===== src/rtl/pipeline_pkt_sequencer_pkg.sv =====
// Shared definitions for the packet pipeline sequencer and the pipeline it drives.
package pipeline_pkt_sequencer_pkg;

  localparam int unsigned NUM_THREADS = 4;
  localparam int unsigned THREAD_W    = $clog2(NUM_THREADS);

  localparam logic [THREAD_W-1:0] LAST_THREAD = THREAD_W'(NUM_THREADS - 1);

  localparam logic [1:0] MODE_WR   = 2'b00;
  localparam logic [1:0] MODE_RUN  = 2'b10;
  localparam logic [1:0] MODE_RD   = 2'b01;
  localparam logic [1:0] MODE_HOLD = 2'b11;

  typedef enum logic [1:0] {
    StIdle,
    StFill,
    StRun,
    StDrain
  } seq_state_e;

endpackage


===== src/rtl/pipeline_pkt_sequencer_thread_ctr.sv =====
// Round-robin thread counter: clear wins over enable, wraps after the last thread.
module pkt_rr_thread_ctr
  import pipeline_pkt_sequencer_pkg::*;
(
  input  logic                clk,
  input  logic                rst,
  input  logic                clr_i,
  input  logic                en_i,
  output logic [THREAD_W-1:0] thread_o
);

  logic [THREAD_W-1:0] thread_q, thread_d;

  always_comb begin
    thread_d = thread_q;
    if (clr_i) begin
      thread_d = '0;
    end else if (en_i) begin
      thread_d = thread_q + THREAD_W'(1);
    end
  end

  always_ff @(posedge clk) begin
    if (rst) begin
      thread_q <= '0;
    end else begin
      thread_q <= thread_d;
    end
  end

  assign thread_o = thread_q;

endmodule


===== src/rtl/pipeline_pkt_sequencer.sv =====
// Upstream control for the 4-thread packet pipeline: load one packet into the pipeline
// FIFO, run the threads round-robin, then drain the FIFO to the egress port.
module pipeline_pkt_sequencer
  import pipeline_pkt_sequencer_pkg::*;
#(
  parameter int unsigned DATA_W     = 64,
  parameter int unsigned MAX_WORDS  = 256,
  parameter int unsigned RUN_CYCLES = 64
) (
  input  logic                   clk,
  input  logic                   rst,
  input  logic                   in_valid,
  input  logic [DATA_W-1:0]      in_data,
  input  logic                   in_last,
  output logic                   in_ready,
  input  logic                   FIFO_almost_FULL,
  input  logic [NUM_THREADS-1:0] thread_done,
  input  logic [DATA_W-1:0]      pkt_out,
  output logic [1:0]             mode_code,
  output logic [THREAD_W-1:0]    thread_IF,
  output logic [DATA_W-1:0]      pkt_in,
  output logic                   core_rst,
  output logic                   rst_FIFO,
  output logic                   out_valid,
  output logic [DATA_W-1:0]      out_data,
  output logic                   out_last,
  output logic                   busy,
  output logic                   err_overflow
);

  localparam int unsigned WcntW = $clog2(MAX_WORDS) + 1;
  localparam int unsigned RcntW = $clog2(RUN_CYCLES);

  localparam logic [WcntW-1:0] MaxWords = WcntW'(MAX_WORDS);
  localparam logic [RcntW-1:0] RcntLast = RcntW'(RUN_CYCLES - 1);

  seq_state_e          state_q, state_d;
  logic [WcntW-1:0]    wcnt_q, wcnt_d;
  logic [WcntW-1:0]    rdcnt_q, rdcnt_d;
  logic [RcntW-1:0]    rcnt_q, rcnt_d;
  logic                err_q, err_d;
  logic                out_valid_q, out_valid_d;
  logic                out_last_q, out_last_d;
  logic                rst_fifo_q;
  logic                accept;
  logic                thread_clr, thread_en;
  logic [THREAD_W-1:0] thread;

  pkt_rr_thread_ctr u_thread_ctr (
    .clk      (clk),
    .rst      (rst),
    .clr_i    (thread_clr),
    .en_i     (thread_en),
    .thread_o (thread)
  );

  // Stretches the FIFO clear one cycle past reset release.
  always_ff @(posedge clk) begin
    rst_fifo_q <= rst;
  end

  assign rst_FIFO = rst | rst_fifo_q;

  always_comb begin
    state_d     = state_q;
    wcnt_d      = wcnt_q;
    rdcnt_d     = rdcnt_q;
    rcnt_d      = rcnt_q;
    err_d       = err_q;
    out_valid_d = 1'b0;
    out_last_d  = 1'b0;
    in_ready    = 1'b0;
    mode_code   = MODE_HOLD;
    pkt_in      = '0;
    core_rst    = 1'b1;
    thread_clr  = 1'b1;
    thread_en   = 1'b0;
    accept      = 1'b0;

    unique case (state_q)
      StIdle: in_ready = 1'b1;
      StFill: in_ready = ~FIFO_almost_FULL;
      StRun: begin
        core_rst   = 1'b0;
        mode_code  = MODE_RUN;
        thread_clr = 1'b0;
        thread_en  = 1'b1;
        // Leave only at a round boundary so every thread gets equal issue slots.
        if ((thread == LAST_THREAD) && ((&thread_done) || (rcnt_q == RcntLast))) begin
          state_d = StDrain;
        end else begin
          rcnt_d = rcnt_q + RcntW'(1);
        end
      end
      StDrain: begin
        if (rdcnt_q != wcnt_q) begin
          mode_code   = MODE_RD;
          rdcnt_d     = rdcnt_q + WcntW'(1);
          out_valid_d = 1'b1;
          out_last_d  = (rdcnt_d == wcnt_q);
        end
        if (out_valid_q && out_last_q) begin
          state_d = StIdle;
          wcnt_d  = '0;
          rcnt_d  = '0;
          rdcnt_d = '0;
        end
      end
      default: state_d = StIdle;
    endcase

    in_ready = in_ready & ~rst_FIFO;
    accept   = in_valid & in_ready;

    if (accept) begin
      mode_code = MODE_WR;
      pkt_in    = in_data;
      wcnt_d    = wcnt_q + WcntW'(1);
      state_d   = (in_last || (wcnt_d == MaxWords)) ? StRun : StFill;
      if (!in_last && (wcnt_d == MaxWords)) begin
        err_d = 1'b1;
      end
    end
  end

  always_ff @(posedge clk) begin
    if (rst) begin
      state_q     <= StIdle;
      wcnt_q      <= '0;
      rdcnt_q     <= '0;
      rcnt_q      <= '0;
      err_q       <= 1'b0;
      out_valid_q <= 1'b0;
      out_last_q  <= 1'b0;
    end else begin
      state_q     <= state_d;
      wcnt_q      <= wcnt_d;
      rdcnt_q     <= rdcnt_d;
      rcnt_q      <= rcnt_d;
      err_q       <= err_d;
      out_valid_q <= out_valid_d;
      out_last_q  <= out_last_d;
    end
  end

  // pkt_out already lags the read by one cycle, so it is forwarded without another register.
  assign out_data     = out_valid_q ? pkt_out : '0;
  assign out_valid    = out_valid_q;
  assign out_last     = out_last_q;
  assign thread_IF    = thread;
  assign busy         = (state_q != StIdle);
  assign err_overflow = err_q;

endmodule


===== config.mk =====
export PLATFORM = sky130hd
export DESIGN_NAME = pipeline_pkt_sequencer
export DESIGN_NICKNAME = d
export VERILOG_FILES = /design/src/rtl/pipeline_pkt_sequencer_pkg.sv /design/src/rtl/pipeline_pkt_sequencer_thread_ctr.sv /design/src/rtl/pipeline_pkt_sequencer.sv
export SDC_FILE = /design/constraint.sdc
export NUM_CORES = 1
export LEC_CHECK = 0
export ABC_AREA = 1
export CAP_MARGIN = 20
export CORE_AREA = 2 2 107 109
export CTS_CLUSTER_SIZE = 25
export DETAILED_ROUTE_END_ITERATION = 8
export DIE_AREA = 0 0 109 111
export PLACE_DENSITY = 0.77
export SKIP_CTS_REPAIR_TIMING = 1
export SLEW_MARGIN = 15
export SYNTH_ARGS = -nofsm -noshare
export SYNTH_HDL_FRONTEND = slang
export SYNTH_SLANG_ARGS = --single-unit

===== constraint.sdc =====
create_clock -name clk -period 2.63 [get_ports clk]
set_input_delay 0.3945 -clock clk [delete_from_list [all_inputs] [get_ports clk]]
set_output_delay 0.3945 -clock clk [all_outputs]
set_load 0.03 [all_outputs]

## Word-level counts from Yosys, hierarchy flattened

Cells that the tools add are included.

| storage, ports and cells | value |
|---|---|
| bits of input ports | 137 |
| word-level logic and storage cells | 77 |
| register bits | 32 |

| operators by class | value |
|---|---|
| multiplexer cells | 22 |
| add/sub/neg operators | 4 |
| bitwise operators | 8 |
| reductions and logical operators | 22 |
| equal/unequal tests | 12 |

Operators by type and width:

| kind | count |
|---|---|
| $mux 64 | 2 |
| $mux 9 | 5 |
| $add 9x1->9 const B | 2 |
| $mux 2 | 6 |
| $mux 6 | 2 |
| $pmux 6 s2 | 1 |
| $reduce_bool 2->1 | 5 |
| $eq 9x9->1 | 1 |
| $eq 9x9->1 const B | 1 |
| $ne 9x9->1 | 1 |
| $pmux 2 s2 | 2 |
| $add 6x1->6 const B | 1 |
| $eq 2x2->1 const B | 3 |
| $eq 6x6->1 const B | 1 |
| $ne 3x3->1 const B | 2 |
| $reduce_and 2->1 | 3 |
| $reduce_and 3->1 | 2 |
| $not 1->1 | 5 |
| $ne 2x2->1 const B | 2 |
| $reduce_and 4->1 | 1 |
| $reduce_or 2->1 | 2 |
| $logic_and 1x1->1 | 3 |
| $mux 1 | 3 |
| $reduce_bool 3->1 | 1 |
| 9 further kinds | 11 |

## Logic depth before layout (Yosys ltp)

| logic depth | value |
|---|---|
| word-level depth | 6 |
| depth in mapped cells | 11 |

## Modules after synthesis

A second synthesis with hierarchy kept.

| second synthesis, totals | value |
|---|---|
| cells, all modules | 556 |
| area total of the unflattened synthesis | 3419.5 um2 |

Modules (own cells, without submodules):

| module | area each (um2) | cells each | times used |
|---|---|---|---|
| pipeline_pkt_sequencer | 3340.7 | 545 | 1 |
| pkt_rr_thread_ctr | 78.8 | 11 | 1 |

## Worst setup path before layout

No wires, ideal clock.

| timing | value |
|---|---|
| path kind | input to output |
| start point | in rst |
| end point | out pkt_in[33] |
| arrival | 1.934 ns |
| setup slack | 0.301 ns |
| buffers on the path | 2 |
| data required time | 2.236 ns |
| stages | 6 |
| cells stage by stage | or2_4 -> nor3b_4 -> nand2_2 -> buf_6 -> buf_6 -> nor2_1 |

| between the ends | value |
|---|---|
| longest elaborated chain between the ends | 5 |

RTL lines:

| element | line | RTL |
|---|---|---|
| start, declared | pipeline_pkt_sequencer.sv:11 | `input logic rst,` |
| $or 1x1->1 | pipeline_pkt_sequencer.sv:62 | `assign rst_FIFO = rst \| rst_fifo_q;` |
| $not 1->1 | pipeline_pkt_sequencer.sv:112 | `in_ready = in_ready & ~rst_FIFO;` |
| $and 1x1->1 | pipeline_pkt_sequencer.sv:112 |  |
| net in_ready | pipeline_pkt_sequencer.sv:15 | `output logic in_ready,` |
| $and 1x1->1 | pipeline_pkt_sequencer.sv:113 | `accept = in_valid & in_ready;` |
| $mux 64 | pipeline_pkt_sequencer.sv:115 | `if (accept) begin` |
| end, declared | pipeline_pkt_sequencer.sv:21 | `output logic [DATA_W-1:0] pkt_in,` |

The timed path passes the listed nets, and every way through them passes these cells.

## Worst setup path after layout

| timing | value |
|---|---|
| start point | in rst |
| end point | out mode_code[1] |

| between the ends | value |
|---|---|
| longest elaborated chain between the ends | 5 |

RTL lines:

| element | line | RTL |
|---|---|---|
| $or 1x1->1 | pipeline_pkt_sequencer.sv:62 |  |
| $not 1->1 | pipeline_pkt_sequencer.sv:112 |  |
| $and 1x1->1 | pipeline_pkt_sequencer.sv:112 |  |
| $and 1x1->1 | pipeline_pkt_sequencer.sv:113 |  |
| $mux 2 | pipeline_pkt_sequencer.sv:115 |  |
| end, declared | pipeline_pkt_sequencer.sv:19 | `output logic [1:0] mode_code,` |

No other way between the ends.

==> impl_summary.txt <==
----------------------------------------------------
[CTS]
  Clock transition at the registers of the reported paths ... roughly 0.050 ns
  Number of clock sinks ... 32
  TritonCTS clock tree ... built
  Clk Latency, worst-skew pair ... around 0.28 ns
  Buffer levels on the longest clock path ... 2
  Clock Root Buffer ... sky130_fd_sc_hd__clkbuf_16
  Clock buffers created by TritonCTS ... 5
  H-tree level count ... 2

[Detailed routing]
  Detail-routed via count per cell ... between 4 and 5
  Detailed router's first-iteration violation count ... between 150 and 200
  Vias post-DR ... 3,942
  Top routing layer in use ... met4
  Number of antenna-violating nets in the routed design ... 0
  Number of iterations in the first detailed-routing pass ... 4
  Met3 wire length ... 651 um
  DR WL met2 ... approximately 5.8 mm
  Average wire per standard cell ... roughly 12 um
  Met1 wire length ... approximately 5 mm
  Post-detailed-routing wire length ... about 11 mm
  Remaining routing DRC violations ... 0

[GRT]
  Total global-route track usage ... 0.1871
  First-pass GRT wire length ... approximately 18 mm
  Number of global-route vias before repair ... 3,632
  Remaining Overflow, GRT ... 0
  Maximum number of pins on one net before global-route repair ... 70
  Number of antenna violations at the first check in global routing ... 0

[STA]
  Hold Fails Final Rpt ... 0
  # setup viols final ... 0
  Tmin final ... roughly 2.4 ns
  Achievable clock frequency ... 411.4 MHz
  Least-Margin Pin Slew ... ~0.48 ns
  Relative max-transition margin ... 0.6824
  Period utilisation layout ... 0.9242
  Setup repair after global routing missed its margin ... false
  Final Max Slew Viols ... 0
  Worst setup skew after layout ... 0.004972 ns
  Final setup TNS ... 0 ns

[Die]
  Die area ... between 10,000 and 15,000 um^2
  Standard cell core area ... about 11,000 um^2
  Height of the die ... roughly 110 um
  Num rows ... 39
  Chip width ... approximately 110 um
  Effective utilization at floorplan ... 0.2749
  Boundary Pins ... between 200 and 300

[Layout]
  Post-route insts no fill ... about 970
  Fraction of final layout cells sized beyond drive strength 1 ... 0.1300
  Layout filler cell count ... 1,097
  Area grow syn2layout ... 94.04%
  Antenna fix cells ... 0
  Total Nets Final ... ~1,000

[Synthesis]
  Share of async-settable or async-resettable flops after synthesis ... 0
  Count of unique library cells instantiated by Yosys ... 35
  Sequential element share of the synthesized area ... 0.2104
  Primary FF master, synth ... sky130_fd_sc_hd__dfxtp_1
  Number of cells produced by synthesis ... approximately 560
  Dominant combinational cell family by area after synthesis ... simple AND/OR/NAND/NOR gates
  Synth Area in Simple Gates ... 0.4211
  Net count after synthesis ... 700
  Post-Syn Area ... approximately 3000 um^2
  Post-synthesis mux area share ... 0
  Post-Synth Adder-Cell Area ... 0.01643
  Warnings, synthesis ... 0
  Post-synthesis share of cell area spent on xor and xnor gates ... 0.06286
  Yosys reg bits ... 32
  Compound-Gate Fraction of Synth Area ... 0.06204
  Number of flops mapped to enable cells by yosys ... 0
  Mean instance size in the synthesized netlist ... about 5.4 um^2

[Pwr]
  Peak supply drop ... ~0.21 mV
  Leakage ... about 0.0032 uW
  Power density over the cells ... ~250 nW/um^2

[Setup path]
  Maximum net fanout on the critical path ... between 60 and 70
  Worst reg2reg startpoint ... out_valid$_SDFF_PP0_
  Startpoint Class ... input pin
  Sort of element at the end of the critical path ... output pin
  Crit path arrival time ... between 2 and 2.5 ns
  Top delay family on crit path ... buffers and inverters
  Critical path start-end classification ... in2out
  Worst path cell trace ... clkdlybuf4s50_1 -> or2_4 -> nor3b_4 -> nand2_2 -> buf_6 -> clkinv_1 -> a21oi_1 -> buf_4
  Crit path max-delay cell type ... sky130_fd_sc_hd__clkdlybuf4s50_1
  Start point of the critical path ... rst
  Delay contributed by the slowest stage of the critical path ... around 0.48 ns
  Worst Path Required ... 2.24 ns
  Worst Path Buf+Inv ... 4

[Placement]
  Post-detailed-placement half-perimeter wirelength ... ~9.4 mm
  IO Port Bufs ... around 280
  # placed instances ... roughly 970
  Weighted congestion reported at the end of routability-driven placement ... between 0.8 and 0.9

[Worst hold path]
  Source of the worst hold timing path ... u_thread_ctr.thread_o[0]$_SDFFE_PP0P_
  Worst min-delay path class ... reg2reg

[Run status]
  Outcome ... finished, final reports clean

[Job]
  Max-cap viol count ... 0

----------------------------------------------------
## area by class of cell
type / count / area [um^2] / area share
multi-input combinational: 351 / 1713 / 0.2899
clock buffer: 6 / 128.9 / 0.02181
sequential: 32 / 641.9 / 0.1086
tap: 143 / 178.9 / 0.03028
clock inverter: 1 / 5.005 / 0.0008469
inverter: 158 / 593.1 / 0.1004
timing repair buffer: 283 / 2649 / 0.4482
## path summary, 6_finish.rpt
kind                                                         endpoint  slack (ns)  depth (start not counted)
worst min-delay path            u_thread_ctr.thread_o[0]$_SDFFE_PP0P_        0.44                          1
worst max-delay path                                     mode_code[1]        0.20                          8
worst max register to register                 wcnt_q[7]$_SDFFE_PP0P_        0.61                          8
worst min register to register  u_thread_ctr.thread_o[0]$_SDFFE_PP0P_        0.44                          1
## sequential cells by signal, summed over array words and instances (netlist names)
register and flops:
rdcnt_q 9, state_q 2, wcnt_q 9, out_last 1, rst_fifo_q 1, rcnt_q 6, u_thread_ctr.thread_o 2, err_overflow 1
out_valid 1
## synthesized netlist by cell type (all sizes together), types with 6 or more instances
cell | number | area, um^2
nand3 | 23 | 132.6
nand2 | 146 | 573.0
buf | 8 | 61.30
clkbuf | 10 | 37.54
nand3b | 6 | 45.04
a21oi | 24 | 123.9
xor2 | 7 | 61.31
o21ai | 7 | 46.29
xnor2 | 14 | 130.1
inv | 157 | 589.3
dfxtp | 32 | 640.6
nor2 | 108 | 447.9
## per-stage QoR
stage / hold WS [ns] / worst slack, ns / total power, uW / utilization / cell area (um^2)
after CTS: 0.4466 / -0.003330 / 1486 / 0.5332 / 5906
final: 0.4430 / 0.1993 / 1474 / 0.5335 / 5909
after global placement: 0.4290 / 0.01727 / 933.7 / 0.5211 / 5772
after global routing: 0.4815 / 0.02581 / 1543 / 0.5335 / 5909
after detailed placement: 0.4349 / 0.01331 / 936.5 / 0.5211 / 5772
after floorplan: 0.4222 / 0.3013 / 663.1 / - / 3045
## kinds of logic after synthesis
logic type / Yosys count
fa+ha+maj: 4
flops: 32
simple gates: 293
compound gates: 33
xor+xnor: 21
buf+inv: 176
## layer usage
layer  global-route usage  vias to the layer above
met5                    0                        -
met4              0.04103                        0
met3              0.04115                       13
met2               0.3043                       96
met1               0.2512                     1694
li1                     -                     2139
## cells in the final DEF, fill, tap and decap left out, types with 6 or more instances in the layout
cell / count
sky130_fd_sc_hd__inv_1: 156
sky130_fd_sc_hd__a21oi_1: 23
sky130_fd_sc_hd__clkdlybuf4s50_1: 208
sky130_fd_sc_hd__dfxtp_1: 31
sky130_fd_sc_hd__nand2_1: 140
sky130_fd_sc_hd__buf_4: 74
sky130_fd_sc_hd__xnor2_1: 13
sky130_fd_sc_hd__xor2_1: 7
sky130_fd_sc_hd__nor2_1: 99
sky130_fd_sc_hd__nand3_1: 21
sky130_fd_sc_hd__nand3b_1: 6
## report_power, final
part	switching [uW]	leakage, uW	internal [uW]	total (uW)
registers	5.57	0.000259	491	496
logic	184	0.00291	248	431
clock network	203	0.0000667	343	546
total	392	0.00324	1080	1470
No activity file was read; power rests on OpenSTA's default activity.
